**src/rtl/uart_pkg.sv**
```systemverilog
// Shared definitions for the ONC-16 host-link UART blocks.
// Provides the parity mode codes, the receiver state encoding and the
// bit-period rounding helper used by both the receiver and transmitter.
package uart_pkg;

  localparam int PAR_NONE = 0;
  localparam int PAR_EVEN = 1;
  localparam int PAR_ODD  = 2;

  localparam logic [2:0] ST_IDLE   = 3'd0;
  localparam logic [2:0] ST_START  = 3'd1;
  localparam logic [2:0] ST_DATA   = 3'd2;
  localparam logic [2:0] ST_PARITY = 3'd3;
  localparam logic [2:0] ST_STOP   = 3'd4;

  // Clock cycles per bit, rounded to nearest.
  function automatic int bit_cycles(input int clk_hz, input int baud);
    return (clk_hz + baud / 2) / baud;
  endfunction

endpackage

```
**src/rtl/uart_bit_sampler.sv**
```systemverilog
// Line front end for the UART receiver.
// Synchronises rx, runs the per-bit timer and takes three samples around
// the bit centre (H-1, H, H+1 with H = BIT_CYCLES/2).
// Ports:
//   clock_50M  in   system clock
//   n_rst      in   async active-low reset
//   rx         in   raw serial line
//   run        in   timer enable; while low the timer is held at 0
//   rxs        out  synchronised line
//   bit_val    out  2-of-3 majority, valid in the bit_done cycle
//   bit_done   out  one-cycle strobe at the H+1 sample of each bit
module uart_bit_sampler
  import uart_pkg::*;
#(
  parameter int BIT_CYCLES = 434
) (
  input  logic clock_50M,
  input  logic n_rst,
  input  logic rx,
  input  logic run,
  output logic rxs,
  output logic bit_val,
  output logic bit_done
);

  localparam int TW = $clog2(BIT_CYCLES);
  localparam int H  = BIT_CYCLES / 2;
  localparam logic [TW-1:0] T_LAST = TW'(BIT_CYCLES - 1);
  localparam logic [TW-1:0] T_S0   = TW'(H - 1);
  localparam logic [TW-1:0] T_S1   = TW'(H);
  localparam logic [TW-1:0] T_S2   = TW'(H + 1);

  logic          rx_meta;
  logic [TW-1:0] timer;
  logic          s0, s1;

  always_ff @(posedge clock_50M or negedge n_rst) begin
    if (!n_rst) begin
      rx_meta <= 1'b1;
      rxs     <= 1'b1;
    end else begin
      rx_meta <= rx;
      rxs     <= rx_meta;
    end
  end

  always_ff @(posedge clock_50M or negedge n_rst) begin
    if (!n_rst) begin
      timer <= '0;
    end else if (!run || timer == T_LAST) begin
      timer <= '0;
    end else begin
      timer <= timer + 1'b1;
    end
  end

  always_ff @(posedge clock_50M or negedge n_rst) begin
    if (!n_rst) begin
      s0 <= 1'b1;
      s1 <= 1'b1;
    end else if (run) begin
      if (timer == T_S0) s0 <= rxs;
      if (timer == T_S1) s1 <= rxs;
    end
  end

  // Third sample is the live rxs so the decision lands in the H+1 cycle.
  assign bit_val  = (s0 & s1) | (s0 & rxs) | (s1 & rxs);
  assign bit_done = run && (timer == T_S2);

endmodule

```
**src/rtl/uart_rx_ex.sv**
```systemverilog
// UART receiver, 5..9 data bits, optional parity, 1 or 2 stop bits.
// Words are delivered through a valid/ready holding register.
// Ports:
//   clock_50M   in   system clock
//   n_rst       in   async active-low reset
//   rx          in   serial line, idle high
//   rx_ready    in   downstream accepts current word
//   rx_valid    out  holding register holds an unconsumed word
//   rx_data     out  received word (LSB first on the line)
//   frame_err   out  a stop bit sampled low (qualified by rx_valid)
//   parity_err  out  parity mismatch (qualified by rx_valid)
//   overrun     out  sticky, a complete word was dropped
//
// state   | meaning
// IDLE    | waiting for a falling edge; armed once the line is seen high
// START   | checking the start bit, majority 1 is a false start
// DATA    | shifting in DATA_BITS bits, LSB first
// PARITY  | checking the parity bit
// STOP    | checking stop bits; word completes at the last decision
module uart_rx_ex
  import uart_pkg::*;
#(
  parameter int CLK_HZ    = 50_000_000,
  parameter int BAUD      = 115_200,
  parameter int DATA_BITS = 8,
  parameter int PARITY    = 0,
  parameter int STOP_BITS = 1
) (
  input  logic                 clock_50M,
  input  logic                 n_rst,
  input  logic                 rx,
  input  logic                 rx_ready,
  output logic                 rx_valid,
  output logic [DATA_BITS-1:0] rx_data,
  output logic                 frame_err,
  output logic                 parity_err,
  output logic                 overrun
);

  localparam int BIT_CYCLES = bit_cycles(CLK_HZ, BAUD);

  generate
    if (BIT_CYCLES < 8) begin : g_bad_baud
      $error("uart_rx_ex: BIT_CYCLES must be at least 8");
    end
    if (DATA_BITS < 5 || DATA_BITS > 9) begin : g_bad_width
      $error("uart_rx_ex: DATA_BITS must be 5..9");
    end
  endgenerate

  logic [2:0]           state;
  logic                 armed;
  logic [3:0]           bit_cnt;
  logic                 stop_cnt;
  logic [DATA_BITS-1:0] shreg;
  logic                 pend_perr;
  logic                 pend_ferr;

  logic rxs, bit_val, bit_done, run;
  logic last_stop, done_ferr, par_x, par_bad;
  logic consume, load, drop;

  assign run = (state != ST_IDLE);

  uart_bit_sampler #(
    .BIT_CYCLES(BIT_CYCLES)
  ) u_sampler (
    .clock_50M(clock_50M),
    .n_rst    (n_rst),
    .rx       (rx),
    .run      (run),
    .rxs      (rxs),
    .bit_val  (bit_val),
    .bit_done (bit_done)
  );

  assign last_stop = (state == ST_STOP) && bit_done && (STOP_BITS == 1 || stop_cnt);
  assign done_ferr = pend_ferr | ~bit_val;
  assign par_x     = (^shreg) ^ bit_val;
  assign par_bad   = (PARITY == PAR_ODD) ? ~par_x : par_x;

  assign consume = rx_valid & rx_ready;
  assign load    = last_stop & (~rx_valid | consume);
  assign drop    = last_stop & ~load;

  always_ff @(posedge clock_50M or negedge n_rst) begin
    if (!n_rst) begin
      state     <= ST_IDLE;
      armed     <= 1'b1;
      bit_cnt   <= '0;
      stop_cnt  <= 1'b0;
      shreg     <= '0;
      pend_perr <= 1'b0;
      pend_ferr <= 1'b0;
    end else begin
      case (state)
        ST_IDLE: begin
          if (rxs) begin
            armed <= 1'b1;
          end else if (armed) begin
            state     <= ST_START;
            bit_cnt   <= '0;
            stop_cnt  <= 1'b0;
            pend_perr <= 1'b0;
            pend_ferr <= 1'b0;
          end
        end
        ST_START: begin
          if (bit_done) begin
            if (bit_val) begin
              state <= ST_IDLE;
              armed <= 1'b0;
            end else begin
              state <= ST_DATA;
            end
          end
        end
        ST_DATA: begin
          if (bit_done) begin
            shreg   <= {bit_val, shreg[DATA_BITS-1:1]};
            bit_cnt <= bit_cnt + 1'b1;
            if (bit_cnt == 4'(DATA_BITS - 1)) begin
              state <= (PARITY != PAR_NONE) ? ST_PARITY : ST_STOP;
            end
          end
        end
        ST_PARITY: begin
          if (bit_done) begin
            pend_perr <= par_bad;
            state     <= ST_STOP;
          end
        end
        ST_STOP: begin
          if (bit_done) begin
            if (!bit_val) pend_ferr <= 1'b1;
            // Leave at the decision, disarmed, so a held break yields one word.
            if (last_stop) begin
              state <= ST_IDLE;
              armed <= 1'b0;
            end else begin
              stop_cnt <= 1'b1;
            end
          end
        end
        default: state <= ST_IDLE;
      endcase
    end
  end

  always_ff @(posedge clock_50M or negedge n_rst) begin
    if (!n_rst) begin
      rx_valid   <= 1'b0;
      rx_data    <= '0;
      frame_err  <= 1'b0;
      parity_err <= 1'b0;
      overrun    <= 1'b0;
    end else begin
      if (load) begin
        rx_data    <= shreg;
        frame_err  <= done_ferr;
        parity_err <= pend_perr;
      end
      rx_valid <= load | (rx_valid & ~consume);
      overrun  <= drop | (overrun & ~consume);
    end
  end

endmodule

```
**config.mk**
```make
export PLATFORM = sky130hd
export DESIGN_NAME = uart_rx_ex
export DESIGN_NICKNAME = d
export VERILOG_FILES = /design/src/rtl/uart_pkg.sv /design/src/rtl/uart_bit_sampler.sv /design/src/rtl/uart_rx_ex.sv
export SDC_FILE = /design/constraint.sdc
export NUM_CORES = 1
export LEC_CHECK = 0
export ABC_CLOCK_PERIOD_IN_PS = 2100
export BUFFER_PORTS_ARGS = -buffer_cell sky130_fd_sc_hd__buf_2
export CAP_MARGIN = 20
export CORE_ASPECT_RATIO = 0.75
export CORE_MARGIN = 10
export CORE_UTILIZATION = 40
export CTS_BUF_LIST = sky130_fd_sc_hd__clkbuf_8
export CTS_CLUSTER_DIAMETER = 60
export DETAILED_ROUTE_END_ITERATION = 8
export SETUP_SLACK_MARGIN = 0.15
export SLEW_MARGIN = 20
export SYNTH_ARGS = -nofsm -noshare
export SYNTH_HDL_FRONTEND = slang
export SYNTH_HIERARCHICAL = 1
export SYNTH_SLANG_ARGS = --single-unit
```
**constraint.sdc**
```tcl
create_clock -name clock_50M -period 2.1 [get_ports clock_50M]
set_input_delay 0.105 -clock clock_50M [delete_from_list [all_inputs] [get_ports clock_50M]]
set_output_delay 0.105 -clock clock_50M [all_outputs]
set_load 0.02 [all_outputs]
```
== Word level (Yosys, flattened, before mapping) ==
Cells that the tools add are included.
W data, S select, Z words.
Storage, ports and cells
  input port bits: 4
  output and inout port bits: 12
  word-level logic and storage cells: 104
  register bits after elaboration: 43
Operators by class
  equal/unequal tests: 20
  add/sub/neg operators: 2
  bitwise gates (word level): 19
  reductions and logical operators: 19
  multiplexer cells: 28
Operators by type and width (count)
  $eq A9 B8 Y1 const B: 3
  $mux W3: 8
  $ne A2 B2 Y1 const B: 10
  $pmux W3 S5: 1
  $mux W4: 3
  $mux W1: 10
  $add A9 B1 Y9 const B: 1
  $eq A9 B9 Y1 const B: 1
  $mux W9: 1
  $and A1 B1 Y1: 8
  $pmux W4 S2: 1
  $reduce_and A4 Y1: 2
  $reduce_and A8 Y1: 1
  $reduce_xor A8 Y1: 1
  $eq A3 B2 Y1 const B: 2
  $or A1 B1 Y1: 6
  $reduce_and A2 Y1: 3
  $reduce_and A6 Y1: 1
  $reduce_bool A2 Y1: 3
  $reduce_bool A3 Y1: 2
  $reduce_and A5 Y1: 1
  $add A4 B1 Y4 const B: 1
  $eq A4 B3 Y1 const B: 1
  $not A1 Y1: 4
  11 further kinds: 13

== Longest topological paths before layout ==
  depth after elaboration: 7
  gate-level depth with buffers: 9
  depth with buffers taken out: 7

== Cells and area by module ==
Netlist, hierarchy kept.
Modules (own cells, without submodules)
  uart_rx_ex: area each 1408.9 µm², seq. area each 752.0 µm², times used 1, cells each 117
  uart_bit_sampler: area each 659.4 µm², seq. area each 330.3 µm², times used 1, cells each 58

== Worst setup path before layout ==
Ideal clock, no wire load.
  path type: reg-to-reg
  from: register state[1]
  to: register bit_cnt[2]
  cell stages (with the launch flop): 10
  setup time: 0.121 ns
  buffers on the path: 2
  required time: 1.979 ns
  clock period less this slack: 2.273 ns
  arrival time: 2.152 ns
  path slack: -0.173 ns
  path through: dfrtp_1 > clkbuf_1 > or3_1 > and4bb_2 > and3_1 > clkbuf_1 > nand2_1 > nor4_1 > a21o_1 > a22o_1
On the way
  cells in the longest elaborated chain, start to end: 4
  elaborated cells on any way between the ends: 10
  those cells by class: eq/ne: 4; mux: 1; reduce/logical: 5
RTL lines
  from (decl): line uart_rx_ex.sv:51  | logic [2:0] state;
  from (signal assigned): line uart_rx_ex.sv:123  | state <= (PARITY != PAR_NONE) ? ST_PARITY : ST_STOP;
  $reduce_bool A3 Y1: line uart_rx_ex.sv:63  | assign run = (state != ST_IDLE);
  net run: line uart_rx_ex.sv:59  | logic rxs, bit_val, bit_done, run;
  $logic_and A1 B1 Y1: line uart_bit_sampler.sv:69  | assign bit_done = run && (timer == T_S2);
  net bit_done: line uart_rx_ex.sv:59
  $ne A2 B2 Y1 (no line)
  $reduce_and A4 Y1 (no line)
  to (signal assigned): line uart_rx_ex.sv:121  | bit_cnt <= bit_cnt + 1'b1;
  to (decl): line uart_rx_ex.sv:53  | logic [3:0] bit_cnt;
The timed path passes the listed nets, and every way through them passes these cells.
A chain may end at the register's enable or synchronous reset.

== Final worst setup path ==
  from: register u_sampler.timer[8]
  to: register shreg[0]
On the way
  cells in the longest elaborated chain, start to end: 3
RTL lines
  from (decl): line uart_bit_sampler.sv:34  | logic [TW-1:0] timer;
  from (signal assigned): line uart_bit_sampler.sv:53  | timer <= timer + 1'b1;
  $eq A9 B8 Y1: line uart_bit_sampler.sv:69
  $logic_and A1 B1 Y1: line uart_bit_sampler.sv:69
  net bit_done: line uart_rx_ex.sv:59
  $reduce_and A2 Y1 (no line)
  to (signal assigned): line uart_rx_ex.sv:120  | shreg <= {bit_val, shreg[DATA_BITS-1:1]};
  to (decl): line uart_rx_ex.sv:55  | logic [DATA_BITS-1:0] shreg;
The timed path passes the listed nets, and every way through them passes these cells.

==> out/summary.txt <==
WL final - 4.20 mm
Final Max Slew Viols - 0
clock sinks - 43
total grt overflow - 0
Post-DRT Antenna Nets - 0
Core Util, Final - 50.6%
Crit Reg-Reg Startpoint - u_sampler/timer[8]
worst-path maximum fanout - 5
cell count after synthesis - 175
PortBufs - 15
setup violators final - 0
Hold Crit Class - flop to flop
Max-Cap Viols - 0
clk_skew - 0.0101 ns
leakage - 1.20 nW
largest net degree at the start of global routing - 44
Cell Pwr Density - 794 nW/um^2
first-pass GRT wire length - 7.31 mm
Syn-to-layout area delta - 21.2%
relative slew slack - 37.8%
die width - 103 microns
Die ar. - 8480 sq um
vias in the first global route - 1487
Vias - 1435
Ys Warns - 6
Post-Syn Nets - 184
GRT Total Usage - 10.9%
maximum VDD drop - 0.000386 V
top-area cell type share of the netlist area - 46.0%
H-tree depth - 2
most common cell after layout, fill and taps aside - dfrtp_1
synth unique cells - 47
Max clock buf depth - 2
Tmin final - 1.91 ns
cell taking the most area after synthesis - dfrtp_1
fin area - 2510 sq um
Final period util - 90.9%
DP HPWL - 2.92 mm
DR WL/cell - 15.6 microns
Worst-Skew Late Latency - 0.29 ns
syn_area_per_cell - 11.8 sq um
RSZ-0062 raised after global routing - yes
num rows - 22
gp weighted congestion - 0.773
Final Non-Filler Cells - 269
Placed Area - 2310 sq um
Reg clk slew, reported paths - 0.08 ns
Req. time, crit path - 2.28 ns
routed vias/inst - 5.33
Mapped Area - 2070 sq um
CTS buffer count - 5
placed cell count - 252
Root Buffer - clkbuf_8
initial core utilization - 41.7%
Ant. Diodes - 0
# DRC - 0
Final #Nets - 217
final-report hold violation count - 0
I/O pin count - 16
drt first pass iters - 4
crit path DAT - 2.09 ns
die extent in y - 82.3 microns
Setup crit end kind - flop
Core Region - 4950 sq um
Iteration-0 DRC Markers - 69
Sum Neg Setup Slack - 0 ns
layout cell share with drive strength beyond 1 - 34.9%
initial antenna violation count - 0
Synth Flop Type - dfrtp_1
async set-reset flop share out of synthesis - 100%
Critical Setup Path Class - flop to flop
sequential fraction of the synthesis area - 52.3%
TritonCTS clock tree - built
Fmax - 524 MHz
number of synthesized flops with an enable pin - 0
status - finished clean
Hold Crit Start - u_sampler/rx_meta
Worst Setup SP - u_sampler/timer[8]
synthesized flop and latch total - 43
most frequent cells in the layout - 36 x dfrtp_1, 15 x buf_2, 12 x nor2_1
Startpoint Class - flop
Slew @ Worst Pin - 0.933 ns
synth top area cells - dfrtp_1 46%, mux2_2 9.3%, dfstp_2 6.4%
report_power, final:
group          total [W]  switching (W)  internal (W)
logic           0.000425       0.000247      0.000178
registers       0.000988      0.0000797      0.000908
clock network   0.000578       0.000279      0.000299
cells by family (layout without fill, tap and decap cells):
family          count (synthesis)  after routing  share of synthesized area, %
flops                          43             43                          52.3
buf+inv                        10             43                          1.94
compound gates                 29             29                          10.4
xor+xnor                       11             11                          5.32
fa+ha+maj                       6              6                          3.51
simple gates                   56             57                          15.7
mux                            20             20                          10.8
cells in the mapped netlist (3+ instances only):
| library cell | n |
|---|---|
| xnor2_1 | 8 |
| a21oi_2 | 3 |
| ha_1 | 5 |
| nand2b_1 | 3 |
| nor2_1 | 12 |
| a21oi_1 | 4 |
| inv_1 | 5 |
| dfrtp_1 | 38 |
| nand2_1 | 12 |
| dfstp_2 | 5 |
| o21ai_0 | 8 |
| or3_1 | 5 |
| nand3_1 | 7 |
| mux2_2 | 17 |
| clkbuf_1 | 3 |
stage by stage:
stage                     worst slack, ns  power [W]  hold slack (ns)
after floorplan                    0.0577    0.00127           -0.191
after global placement              0.185    0.00139            0.213
after detailed placement            0.143    0.00140            0.211
after CTS                           0.160    0.00201            0.361
after global routing               0.0939    0.00212            0.366
final                               0.190    0.00199            0.359
registers in the layout (all words and copies together) (netlist names), 3 cells and up:
register,count
rx_data,8
shreg,8
bit_cnt,4
u_sampler/timer,9
state,3
worst max-delay path, stage by stage, from the launching register on:
cell      delay (ns)
dfrtp_1         0.44
and4bb_2        0.32
and3_4          0.21
nand3b_1        0.21
nor2_4          0.25
mux2_2          0.36
layer usage:
metal	share of wire (%)	vias to the layer above	GRT usage [%]
met5	0	-	0
met4	1.2	0	4.16
met3	5.5	8	3.32
met2	43	34	15.8
met1	50	699	15.0
li1	-	694	-
repair_timing:
item,4_1_cts,5_1_grt
pin swaps,2,6
setup endpoints to repair,10,16
hold endpoints to repair,32,0
hold buffers,3,0
gates cloned,1,0
gates resized for setup,1,5
setup buffers,3,2
path summary, 6_finish.rpt:
| path | to | slack [ns] | depth (start not counted) |
|---|---|---|---|
| max | shreg[0] | 0.19 | 5 |
| min | u_sampler/rxs | 0.36 | 0 |
| max reg2reg | shreg[0] | 0.19 | 5 |
| min reg2reg | u_sampler/rxs | 0.36 | 0 |
| max in group asynchronous | u_sampler/timer[4] | 0.99 | 2 |
| min in group asynchronous | u_sampler/timer[8] | 0.48 | 2 |
cell type report:
cell class | instances | area (sq um)
Multi-Input combinational cell | 123 | 1010
Fill cell | 451 | 2450
Clock inverter | 1 | 7.51
Clock buffer | 7 | 96.3
Inverter | 5 | 18.8
Tap cell | 60 | 75.1
Sequential cell | 43 | 1080
Timing Repair Buffer | 30 | 211
(Power assumes the default switching activity.)
